$ cat src/rtl/conv_result_writer.sv
// Output-side writer for the strided convolution stream: tags each window result
// with its linear output-map address, buffers it and writes it out over valid/ready.
module conv_result_writer #(
  parameter int FILTER_SIZE = 3,
  parameter int IMAGE_SIZE  = 8,
  parameter int STRIDE      = 1,
  parameter int DATA_WIDTH  = 16,
  parameter int FIFO_DEPTH  = 8,
  localparam int OUT_SIZE   = (IMAGE_SIZE - FILTER_SIZE) / STRIDE + 1,
  localparam int OUT_COUNT  = OUT_SIZE * OUT_SIZE,
  localparam int ADDR_W     = (OUT_COUNT > 1) ? $clog2(OUT_COUNT) : 1
) (
  input  logic                  clk,
  input  logic                  rst_n,
  input  logic                  clk_en,
  input  logic                  in_valid,
  input  logic [DATA_WIDTH-1:0] in_data,
  output logic                  stall,
  output logic                  mem_wr_en,
  input  logic                  mem_ready,
  output logic [ADDR_W-1:0]     mem_addr,
  output logic [DATA_WIDTH-1:0] mem_wr_data,
  output logic                  frame_done,
  output logic                  overflow,
  output logic                  busy
);
  localparam int PTR_W = $clog2(FIFO_DEPTH);
  localparam int CNT_W = $clog2(FIFO_DEPTH + 1);
  localparam logic [ADDR_W-1:0] LAST_ADDR = ADDR_W'(OUT_COUNT - 1);

  typedef struct packed {
    logic [ADDR_W-1:0]     addr;
    logic [DATA_WIDTH-1:0] data;
  } entry_t;

  entry_t            fifo_mem [FIFO_DEPTH];
  logic [PTR_W-1:0]  rd_ptr, wr_ptr;
  logic [CNT_W-1:0]  cnt;       // FIFO entries plus the output register
  logic [ADDR_W-1:0] wr_idx;
  entry_t            out_q;
  logic              out_vld;

  logic cap, pop, full, accept, load_out, fifo_nonempty, bypass, push, fifo_rd;

  always_comb begin
    cap           = clk_en & in_valid;
    pop           = out_vld & mem_ready;
    full          = (cnt == CNT_W'(FIFO_DEPTH));
    accept        = cap & (~full | pop);
    load_out      = ~out_vld | pop;
    fifo_nonempty = (cnt > CNT_W'(out_vld));
    bypass        = accept & load_out & ~fifo_nonempty;
    push          = accept & ~bypass;
    fifo_rd       = load_out & fifo_nonempty;
  end

  // Storage is capped at FIFO_DEPTH total, so the array never holds more than
  // FIFO_DEPTH-1 entries and a same-edge read and write never collide.
  always_ff @(posedge clk) begin
    if (push) fifo_mem[wr_ptr] <= '{addr: wr_idx, data: in_data};
  end

  always_ff @(posedge clk or negedge rst_n) begin
    if (!rst_n) begin
      rd_ptr     <= '0;
      wr_ptr     <= '0;
      cnt        <= '0;
      wr_idx     <= '0;
      out_q      <= '0;
      out_vld    <= 1'b0;
      frame_done <= 1'b0;
      overflow   <= 1'b0;
    end else begin
      // Address advances on every capture, dropped or not, to keep the map aligned
      if (cap) wr_idx <= (wr_idx == LAST_ADDR) ? '0 : wr_idx + ADDR_W'(1);
      if (cap & ~accept) overflow <= 1'b1;
      if (push)    wr_ptr <= wr_ptr + PTR_W'(1);
      if (fifo_rd) rd_ptr <= rd_ptr + PTR_W'(1);
      case ({accept, pop})
        2'b10:   cnt <= cnt + CNT_W'(1);
        2'b01:   cnt <= cnt - CNT_W'(1);
        default: ;
      endcase
      if (fifo_rd) begin
        out_q   <= fifo_mem[rd_ptr];
        out_vld <= 1'b1;
      end else if (bypass) begin
        out_q   <= '{addr: wr_idx, data: in_data};
        out_vld <= 1'b1;
      end else if (pop) begin
        out_vld <= 1'b0;
      end
      frame_done <= pop && (out_q.addr == LAST_ADDR);
    end
  end

  always_comb begin
    stall       = (cnt >= CNT_W'(FIFO_DEPTH - 2));
    mem_wr_en   = out_vld;
    mem_addr    = out_q.addr;
    mem_wr_data = out_q.data;
    busy        = fifo_nonempty | out_vld | (wr_idx != '0);
  end
endmodule

$ cat config.mk
export PLATFORM = sky130hd
export DESIGN_NAME = conv_result_writer
export DESIGN_NICKNAME = d
export VERILOG_FILES = /design/src/rtl/conv_result_writer.sv
export SDC_FILE = /design/constraint.sdc
export NUM_CORES = 1
export LEC_CHECK = 0
export BUFFER_PORTS_ARGS = -buffer_cell sky130_fd_sc_hd__buf_2
export CORE_UTILIZATION = 55
export CTS_BUF_LIST = sky130_fd_sc_hd__clkbuf_4
export DETAILED_ROUTE_END_ITERATION = 16
export PLACE_DENSITY = 0.75
export SLEW_MARGIN = 20
export SYNTH_ARGS = -nofsm -noshare
export SYNTH_HDL_FRONTEND = slang
export SYNTH_SLANG_ARGS = --single-unit
export TNS_END_PERCENT = 50
$ cat constraint.sdc
create_clock -name clk -period 5.4 [get_ports clk]
set_input_delay 0.81 -clock clk [delete_from_list [all_inputs] [get_ports clk]]
set_output_delay 0.81 -clock clk [all_outputs]
set_load 0.005 [all_outputs]
## After elaboration in Yosys (flattened, before gate mapping)

Memories as Yosys holds them, arrays and structs flattened.
Cells that the tools add are included.

- Input port bits: 21
- Memories kept: 1
- Bits in writable memories: 176
- Flip-flop bits (word level): 41
- Output and inout bits: 27
- Word-level logic and storage cells: 53

Memory list:

| name | depth | bits a word | read ports | clocked after memory_dff | wr ports | RTL line | RTL |
|---|---|---|---|---|---|---|---|
| fifo_mem | 8 | 22 | 1 | 0 | 1 | 36 | `entry_t fifo_mem [FIFO_DEPTH];` |

- Muxes and demuxes: 9
- Add/sub/neg operators: 5
- $lt $le $gt $ge: 2
- Equality and inequality tests: 5
- Reductions and logical operators: 5
- Bitwise operators: 17

Operators by type and width:

| cell | number |
|---|---|
| two-way mux 22 bit | 2 |
| == test 6 bit (second input constant) | 2 |
| bitwise AND 1 bit | 8 |
| one-hot mux 4 bit (2 select lines) | 1 |
| adder 3 x 1 -> 3 bit (second input constant) | 2 |
| adder 6 x 1 -> 6 bit (second input constant) | 1 |
| two-way mux 6 bit | 1 |
| nonzero test 6 bit | 1 |
| two-way mux 1 bit | 5 |
| NOT 1 bit | 5 |
| adder 4 x 1 -> 4 bit (second input constant) | 1 |
| == test 4 bit (second input constant) | 1 |
| >= comparator 4 x 3 -> 1 bit (second input constant) | 1 |
| greater-than comparator 4 x 1 -> 1 bit | 1 |
| bitwise OR 1 bit | 4 |
| nonzero test 2 bit | 2 |
| subtractor 4 x 1 -> 4 bit (second input constant) | 1 |
| nonzero test 3 bit | 1 |
| == test 2 x 1 -> 1 bit (second input constant) | 1 |
| == test 2 bit (second input constant) | 1 |
| logical AND 1 bit | 1 |

## Longest topological paths before layout

Gate-level depths: netlist of the first run.

- Word-level depth: 10
- Depth in mapped cells: 8
- Depth with buffers taken out: 8

## Worst setup path before layout of the first run

OpenSTA, ideal clock, no wires.

- Kind: input to register
- From: input mem_ready
- To: memory fifo_mem[4][0] (netlist name), enable pin
- Library setup time: 0.457 ns
- Required time: 4.943 ns
- Buffers on the path: 0
- Arrival: 3.606 ns
- Setup slack: 1.337 ns
- Stages: 4
- Path through: nor3b_1 -> a2111oi_2 -> a21oi_2 -> nor4bb_1

- Longest elaborated chain between the ends: 9
- Elaborated cells on any way between the ends: 10
- Classes of those cells: mux: 2; bitwise: 8

RTL lines:

| element | RTL line | RTL |
|---|---|---|
| start: declaration | 20 | `input logic mem_ready,` |
| bitwise AND 1 bit * | 47 | `pop = out_vld & mem_ready;` |
| bitwise OR 1 bit | 49 | `accept = cap & (~full \| pop);` |
| bitwise AND 1 bit | 49 |  |
| bitwise AND 1 bit (2 in a row) | 52 | `bypass = accept & load_out & ~fifo_nonempty;` |
| NOT 1 bit | 53 | `push = accept & ~bypass;` |
| bitwise AND 1 bit * | 53 |  |
| two-way mux 1 bit * | 60 | `if (push) fifo_mem[wr_ptr] <= '{addr: wr_idx, data: in_data};` |
| two-way mux 1 bit (implied by the code) * | 60 |  |
| end: declaration | 36 |  |

Every way passes the cells marked *; elsewhere a longest branch is shown, timed or not.

## Worst setup path in the final report of the first run

- From: register cnt[0]
- To: output busy

- Longest elaborated chain between the ends: 3

RTL lines:

| element | RTL line | RTL |
|---|---|---|
| start: declaration | 38 | `logic [CNT_W-1:0] cnt;` |
| start signal: assignment | 80 | `2'b10: cnt <= cnt + CNT_W'(1);` |
| start signal: assignment | 81 | `2'b01: cnt <= cnt - CNT_W'(1);` |
| greater-than comparator 4 x 1 -> 1 bit | 51 | `fifo_nonempty = (cnt > CNT_W'(out_vld));` |
| bitwise OR 1 bit (2 in a row) | 102 | `busy = fifo_nonempty \| out_vld \| (wr_idx != '0);` |
| end: declaration | 25 | `output logic busy` |

No other way between the ends.

==> results of run 1 <==
## registers in the layout (all words and copies together), names as in the netlist
name	cells
frame_done	1
wr_idx	6
mem_wr_data	16
cnt	4
mem_wr_en	1
overflow	1
mem_addr	6
wr_ptr	3
fifo_mem	176
rd_ptr	3
## stage by stage
stage / instances / setup WS, ns / utilization [%] / total power, W / cell area [sq um]
2_1_floorplan: 438 / 1.34 / - / 0.00334 / 8680
3_3_place_gp: 682 / 2.29 / 59.5 / 0.00369 / 9110
3_5_place_dp: 683 / 2.26 / 59.6 / 0.00375 / 9130
4_1_cts: 781 / 2.16 / 64.3 / 0.00512 / 9840
5_1_grt: 782 / 1.99 / 64.3 / 0.00535 / 9850
6_report: 782 / 2.20 / 64.3 / 0.00506 / 9850
## path summary, 6_finish.rpt
kind	startpoint	endpoint	slack [ns]	depth (start not counted)
worst max-delay path	cnt[0]	busy	2.20	6
worst min-delay path	rst_n	rd_ptr[2]	0.18	1
worst max register to register	cnt[0]	fifo_mem[4][8]	2.31	7
worst min register to register	overflow	overflow	0.47	1
max in group asynchronous	rst_n	mem_addr[1]	4.69	2
min in group clk	overflow	overflow	0.47	1
## power by group through the flow
stage / clock network [W] / registers [W] / logic (W)
global route: 0.00148 / 0.00250 / 0.00137
CTS: 0.00140 / 0.00245 / 0.00127
detailed placement: 0 / 0.00248 / 0.00126
floorplan: 0 / 0.00228 / 0.00106
finish: 0.00137 / 0.00245 / 0.00125
global placement: 0 / 0.00246 / 0.00123
## logic make-up after synthesis
logic type	synth area share [%]
flip-flops	72.7
buffers and inverters	1.86
AO/OA/AOI/OAI	4.95
adder cells (fa/ha/maj)	1.24
AND/OR/NAND/NOR	3.49
XOR/XNOR	0.908
multiplexers	14.8
## cell type report
cell class / count / share of cell area (%)
antenna: 1 / 0.0254
multi-input combinational: 194 / 22.6
clock inverter: 14 / 0.826
clock buffer: 84 / 6.40
sequential: 217 / 64.1
timing repair buffer: 55 / 3.12
tap: 211 / 2.68
inverter: 6 / 0.229
## layer usage
layer  up-vias  part of all wire, %
li1       2005                    -
met1      2364                   43
met2       148                   51
met3        22                  5.2
met4         0                  1.5
met5         -                    0
## worst max-delay path, stage by stage, from the launching register on
cell	delay, ns
dfrtp_1	0.46
inv_1	0.11
ha_1	0.31
nor2_1	0.47
nor2_1	0.17
nand4_1	0.12
buf_2	0.12
## cells in the final DEF, fill, tap and decap left out, types with 2 or more instances in the layout
| cell | n |
|---|---|
| edfxtp_1 | 176 |
| clkbuf_4 | 84 |
| buf_2 | 47 |
| mux4_2 | 44 |
| dfrtp_1 | 39 |
| mux2i_1 | 25 |
| a22oi_1 | 22 |
| clkinv_1 | 11 |
| nand2_1 | 10 |
| nor2_1 | 10 |
| o21ai_2 | 10 |
| o21ai_0 | 9 |
| o21ai_1 | 7 |
| ha_1 | 7 |
| buf_4 | 7 |
| inv_1 | 6 |
| xnor2_1 | 6 |
| mux2_2 | 4 |
| nor3_1 | 3 |
| xor2_1 | 3 |
| nand3_1 | 2 |
| nor3b_1 | 2 |
| and3_2 | 2 |
| and4b_2 | 2 |
| nand4_1 | 2 |
| and3_1 | 2 |
| a21oi_1 | 2 |
| clkinv_2 | 2 |
| dfrtp_4 | 2 |
==> flow_summary.json, run 1 <==
{
  "grt_pass1_vias": 4800,
  "clock_latency_ns": 0.63,
  "finalMaxSlewViolations": 0,
  "ys.flop_type": "edfxtp_1",
  "grt_pass1_wl_um": 26100,
  "ant_nets": 0,
  "ys.warnings.count": 0,
  "row_count": 45,
  "drive_gt1_share_pct": 38.4,
  "yosys.cell_types.count": 48,
  "switchingPower_w": 0.00152,
  "drc_errors": 0,
  "antenna_found_initial": 1,
  "cts-root-buf": "clkbuf_4",
  "multi_input_area_sq_um": 2220,
  "grt_setup_unrepaired": "no",
  "period_share_pct": 59.3,
  "wl_per_cell_um": 21.1,
  "vias": 4539,
  "avgSynthCellArea_sq_um": 19.8,
  "worstSetupPathType": "reg2out",
  "ir_drop_mv": 0.330,
  "setup_viol": 0,
  "start_util_pct": 56.7,
  "dr.pass1.iters": 5,
  "synthTopCellsByCount": "176 x edfxtp_1, 44 x mux4_2, 41 x dfrtp_1",
  "synth_area_leaders": "edfxtp_1 61%, dfrtp_1 12%, mux4_2 11%",
  "drv_cap": 0,
  "worstPathRequired_ns": 4.59,
  "clock.fmax_mhz": 312,
  "grt_overflow": 0,
  "synth_top_area_share_pct": 60.9,
  "grt_busiest_layer": "met2",
  "cp-end-kind": "output pin",
  "tightest_slew_ns": 1.05,
  "async_flop_share_pct": 18.9,
  "cts_sinks": 217,
  "finalHoldWorstSlack_ns": 0.178,
  "synth_area_leader_cell": "edfxtp_1",
  "cts_tree": "built",
  "clockBufferDepth": 3,
  "ys_seq_area_share_pct": 72.7,
  "cts_buffers": 54,
  "drt_iter0_drc": 299,
  "syn_nets": 467,
  "clock_power_share_pct": 27.0,
  "yosys_register_bits": 217,
  "hold_path.class": "in2async",
  "track_usage_pct": 21.9,
  "status": "complete, no violations",
  "hold_violations": 0,
  "cts.clk_slew.worst_paths_ns": 0.07,
  "gp_congestion": 0.725,
  "cts_htree_levels": 2,
  "p_int_w": 0.00354,
  "power_frac_seq_pct": 48.4,
  "finalSetupTns_ns": 0,
  "areaGrowthSynthToFinish_pct": 13.5,
  "synth_most_common_cell": "edfxtp_1",
  "cp.arrival_ns": 2.39,
  "syn_inst": 438,
  "syn_area_sq_um": 8680,
  "leakage_nw": 3.55,
  "core-area_sq_um": 15300,
  "hpwlAfterDp_um": 9630,
  "swShare_pct": 30.1,
  "slew_headroom_pct": 29.5,
  "grt_max_degree": 46,
  "cp_max_fo": 5,
  "grtUsageMet1_pct": 28.8,
  "min_period_ns": 3.20,
  "num-nets-final": 557,
  "hold_buffers": 0,
  "portBuffers": 47,
  "vias_per_cell": 5.80,
  "dieHeight_um": 128,
  "nFillCells": 1083,
  "met3_usage_pct": 5.86,
  "die_area_sq_um": 16300,
  "power_density_nw_per_um2": 514,
  "regArea_sq_um": 6320,
  "clock_skew_ns": 0.0287,
  "ctsResizeCount": 0,
  "startpoint_type": "register",
  "drt_wl_total_um": 16500,
  "comb_power_share_pct": 24.6,
  "die_x_um": 128,
  "use_met2_pct": 36.5,
  "io_pins": 48,
  "synth-edff-count": 176,
  "postCtsSetupBuffers": 0
}
No activity file was read; power rests on OpenSTA's default activity.
==> run 2: changes to the inputs <==
- ABC_AREA: not set -> 1
- PLACE_DENSITY: 0.75 -> 0.78
- clock period: 5.4 -> 2.7 ns (I/O delays scaled with it)
==> run 2 against run 1 <==
Effect of this change:
- sequential power rose by 93%
- sequential share of layout area down 5.9 points
- cell count grew 68%
- critical endpoint unchanged
==> flow_summary.json, run 2 <==
{
  "ant_nets": 0,
  "grt_max_degree": 46,
  "num-nets-final": 1073,
  "drv_cap": 0,
  "clock_power_share_pct": 24.3,
  "dr.pass1.iters": 6,
  "cts_tree": "built",
  "startpoint_type": "register",
  "dieHeight_um": 134,
  "die_x_um": 134,
  "ys.warnings.count": 0,
  "cp_max_fo": 4,
  "finalMaxSlewViolations": 0,
  "clock_skew_ns": 0.0461,
  "finalSetupTns_ns": 0,
  "vias": 7069,
  "final_cell_mix": "249 x nand2_1, 176 x edfxtp_1, 162 x inv_1",
  "place_area_sq_um": 10100,
  "largest_register": "fifo_mem",
  "finalPower_w": 0.0112,
  "cts_htree_levels": 2,
  "yosys.cell_types.count": 31,
  "period_share_pct": 94.5,
  "gp_congestion": 0.828,
  "drt_wl_total_um": 22900,
  "slew_headroom_pct": 41.9,
  "syn_nets": 987,
  "grt_pass1_wl_um": 35600,
  "min_period_ns": 2.55,
  "ir_drop_mv": 0.538,
  "comb_power_share_pct": 33.6,
  "setup_viol": 0,
  "largest_reg_flops": 176,
  "clock.fmax_mhz": 392,
  "cp-end-kind": "output pin",
  "yosys_register_bits": 217,
  "async_flop_share_pct": 18.9,
  "power_density_nw_per_um2": 1040,
  "cts-root-buf": "clkbuf_4",
  "synth_most_common_cell": "nand2_1",
  "synth-simple-area-share_pct": 20.7,
  "cts_sinks": 217,
  "synth_xor_area_share_pct": 0.726,
  "final_common_cell": "nand2_1",
  "start_util_pct": 56.0,
  "synth_top_area_share_pct": 54.8,
  "grt_setup_unrepaired": "no",
  "drt_iter0_drc": 693,
  "drc_errors": 0,
  "worstSetupPathType": "reg2out",
  "portBuffers": 47,
  "avgSynthCellArea_sq_um": 10.1,
  "row_count": 48,
  "clockBufferDepth": 3,
  "syn_area_sq_um": 9650,
  "synth_area_leaders": "edfxtp_1 55%, dfrtp_1 11%, nand2_1 9.7%",
  "synth_top_family_by_area": "simple AND/OR/NAND/NOR gates",
  "cp.arrival_ns": 2.15,
  "synth-edff-count": 176,
  "antenna_found_initial": 1,
  "switchingPower_w": 0.00434,
  "io_pins": 48,
  "ff2ff_setup_slack_ns": 0.34,
  "synth_compound_area_share_pct": 2.93,
  "wl_per_cell_um": 17.4,
  "synthMuxAreaShare_pct": 0,
  "grt_overflow": 0,
  "die_area_sq_um": 18100,
  "vias_per_cell": 5.39,
  "areaGrowthSynthToFinish_pct": 12.4,
  "track_usage_pct": 26.5,
  "leakage_nw": 4.86,
  "clock_latency_ns": 0.68,
  "p_int_w": 0.00691,
  "swShare_pct": 38.6,
  "drive_gt1_share_pct": 16.7,
  "cts_buffers": 52,
  "fin_util_pct": 62.9,
  "core-area_sq_um": 17200,
  "worstPathRequired_ns": 2.30,
  "syn_inst": 958,
  "grt_pass1_vias": 6957,
  "ys.flop_type": "edfxtp_1",
  "hpwlAfterDp_um": 14500,
  "hold_violations": 0,
  "hold_path.class": "in2reg",
  "ys_seq_area_share_pct": 65.4,
  "cts.clk_slew.worst_paths_ns": 0.07,
  "final_area_sq_um": 10800,
  "tightest_slew_ns": 0.871,
  "synth_area_leader_cell": "edfxtp_1",
  "nFillCells": 1399,
  "power_frac_seq_pct": 42.1,
  "synthAdderAreaFrac_pct": 1.12,
  "status": "complete, no violations",
  "synthTopCellsByCount": "250 x nand2_1, 176 x edfxtp_1, 162 x inv_1",
  "finalHoldWorstSlack_ns": 0.0620
}
==> run 2: cell types whose count changed in the layout (fill, tap and decap cells not counted), moves of 22 or more <==
cell     change
nand3_1    +135
a22oi_1     -22
mux4_2      -44
inv_1      +156
mux2i_1     -25
a21oi_1     +38
nand2_1    +239
nor2_1      +36
==> run 2: layer usage <==
layer | GRT usage [%] | part of all wire (%)
met2 | 44.7 | 50
met1 | 32.1 | 39
met3 | 5.33 | 7.2
met4 | 14.6 | 4.3
met5 | 0 | 0
==> run 2: cell type report <==
cell class	count	area (sq um)	area share [%]
Multi-Input combinational cell	532	2490	22.9
Inverter	168	633	5.84
Timing Repair Buffer	73	433	3.99
Sequential cell	217	6310	58.2
Tap cell	225	282	2.60
Antenna cell	1	2.50	0.0231
Clock inverter	16	91.3	0.843
Clock buffer	80	601	5.54
==> run 2: kinds of logic (layout without fill, tap and decap cells) <==
kind of cell,count (synthesis),in the layout
other,0,1
AOI/OAI and AO/OA,56,56
DFF,217,217
and+or+nand+nor,459,460
xor gates and xnor gates,8,8
adders and majority gates,8,8
buffers and inverters,210,337
==> run 2: repair_timing <==
action                                 in CTS  in global routing
pin swaps                                   0                  0
setup endpoints to repair                   1                  1
cloned                                      1                  0
setup buffers                               1                  0
endpoints found under the hold margin      41                  0
hold buffers                                1                  0
resized for setup                           0                  1
==> run 2: final timing paths <==
path                       startpoint              end  cells past startpoint
max in group asynchronous       rst_n        wr_idx[2]                      3
setup reg to reg               cnt[0]  fifo_mem[5][15]                     11
hold / removal             in_data[2]   fifo_mem[2][2]                      1
hold reg to reg              overflow         overflow                      1
setup / recovery               cnt[0]             busy                      7
min in group asynchronous       rst_n           cnt[1]                      2
==> run 2: metrics by stage <==
| step | std cells | worst slack (ns) |
|---|---|---|
| final | 1312 | 0.150 |
| after CTS | 1311 | 0.0389 |
| after global routing | 1312 | 0.0274 |
| after global placement | 1212 | 0.494 |
| after floorplan | 958 | -0.0126 |
| after detailed placement | 1212 | 0.411 |
==> run 2: worst max-delay path, stage by stage (launching register included) <==
cell and delay [ns]:
dfrtp_1 0.39, inv_1 0.10, ha_1 0.28, inv_1 0.05, nand2_2 0.10, nand3_4 0.07
or3b_1 0.38, buf_2 0.14
==> run 2: power groups by stage <==
stage / clock network (W) / logic, W / registers (W)
after floorplan: 0 / 0.00271 / 0.00459
after global placement: 0 / 0.00358 / 0.00478
after detailed placement: 0 / 0.00369 / 0.00479
after CTS: 0.00278 / 0.00375 / 0.00473
after global routing: 0.00296 / 0.00420 / 0.00479
final: 0.00273 / 0.00378 / 0.00474
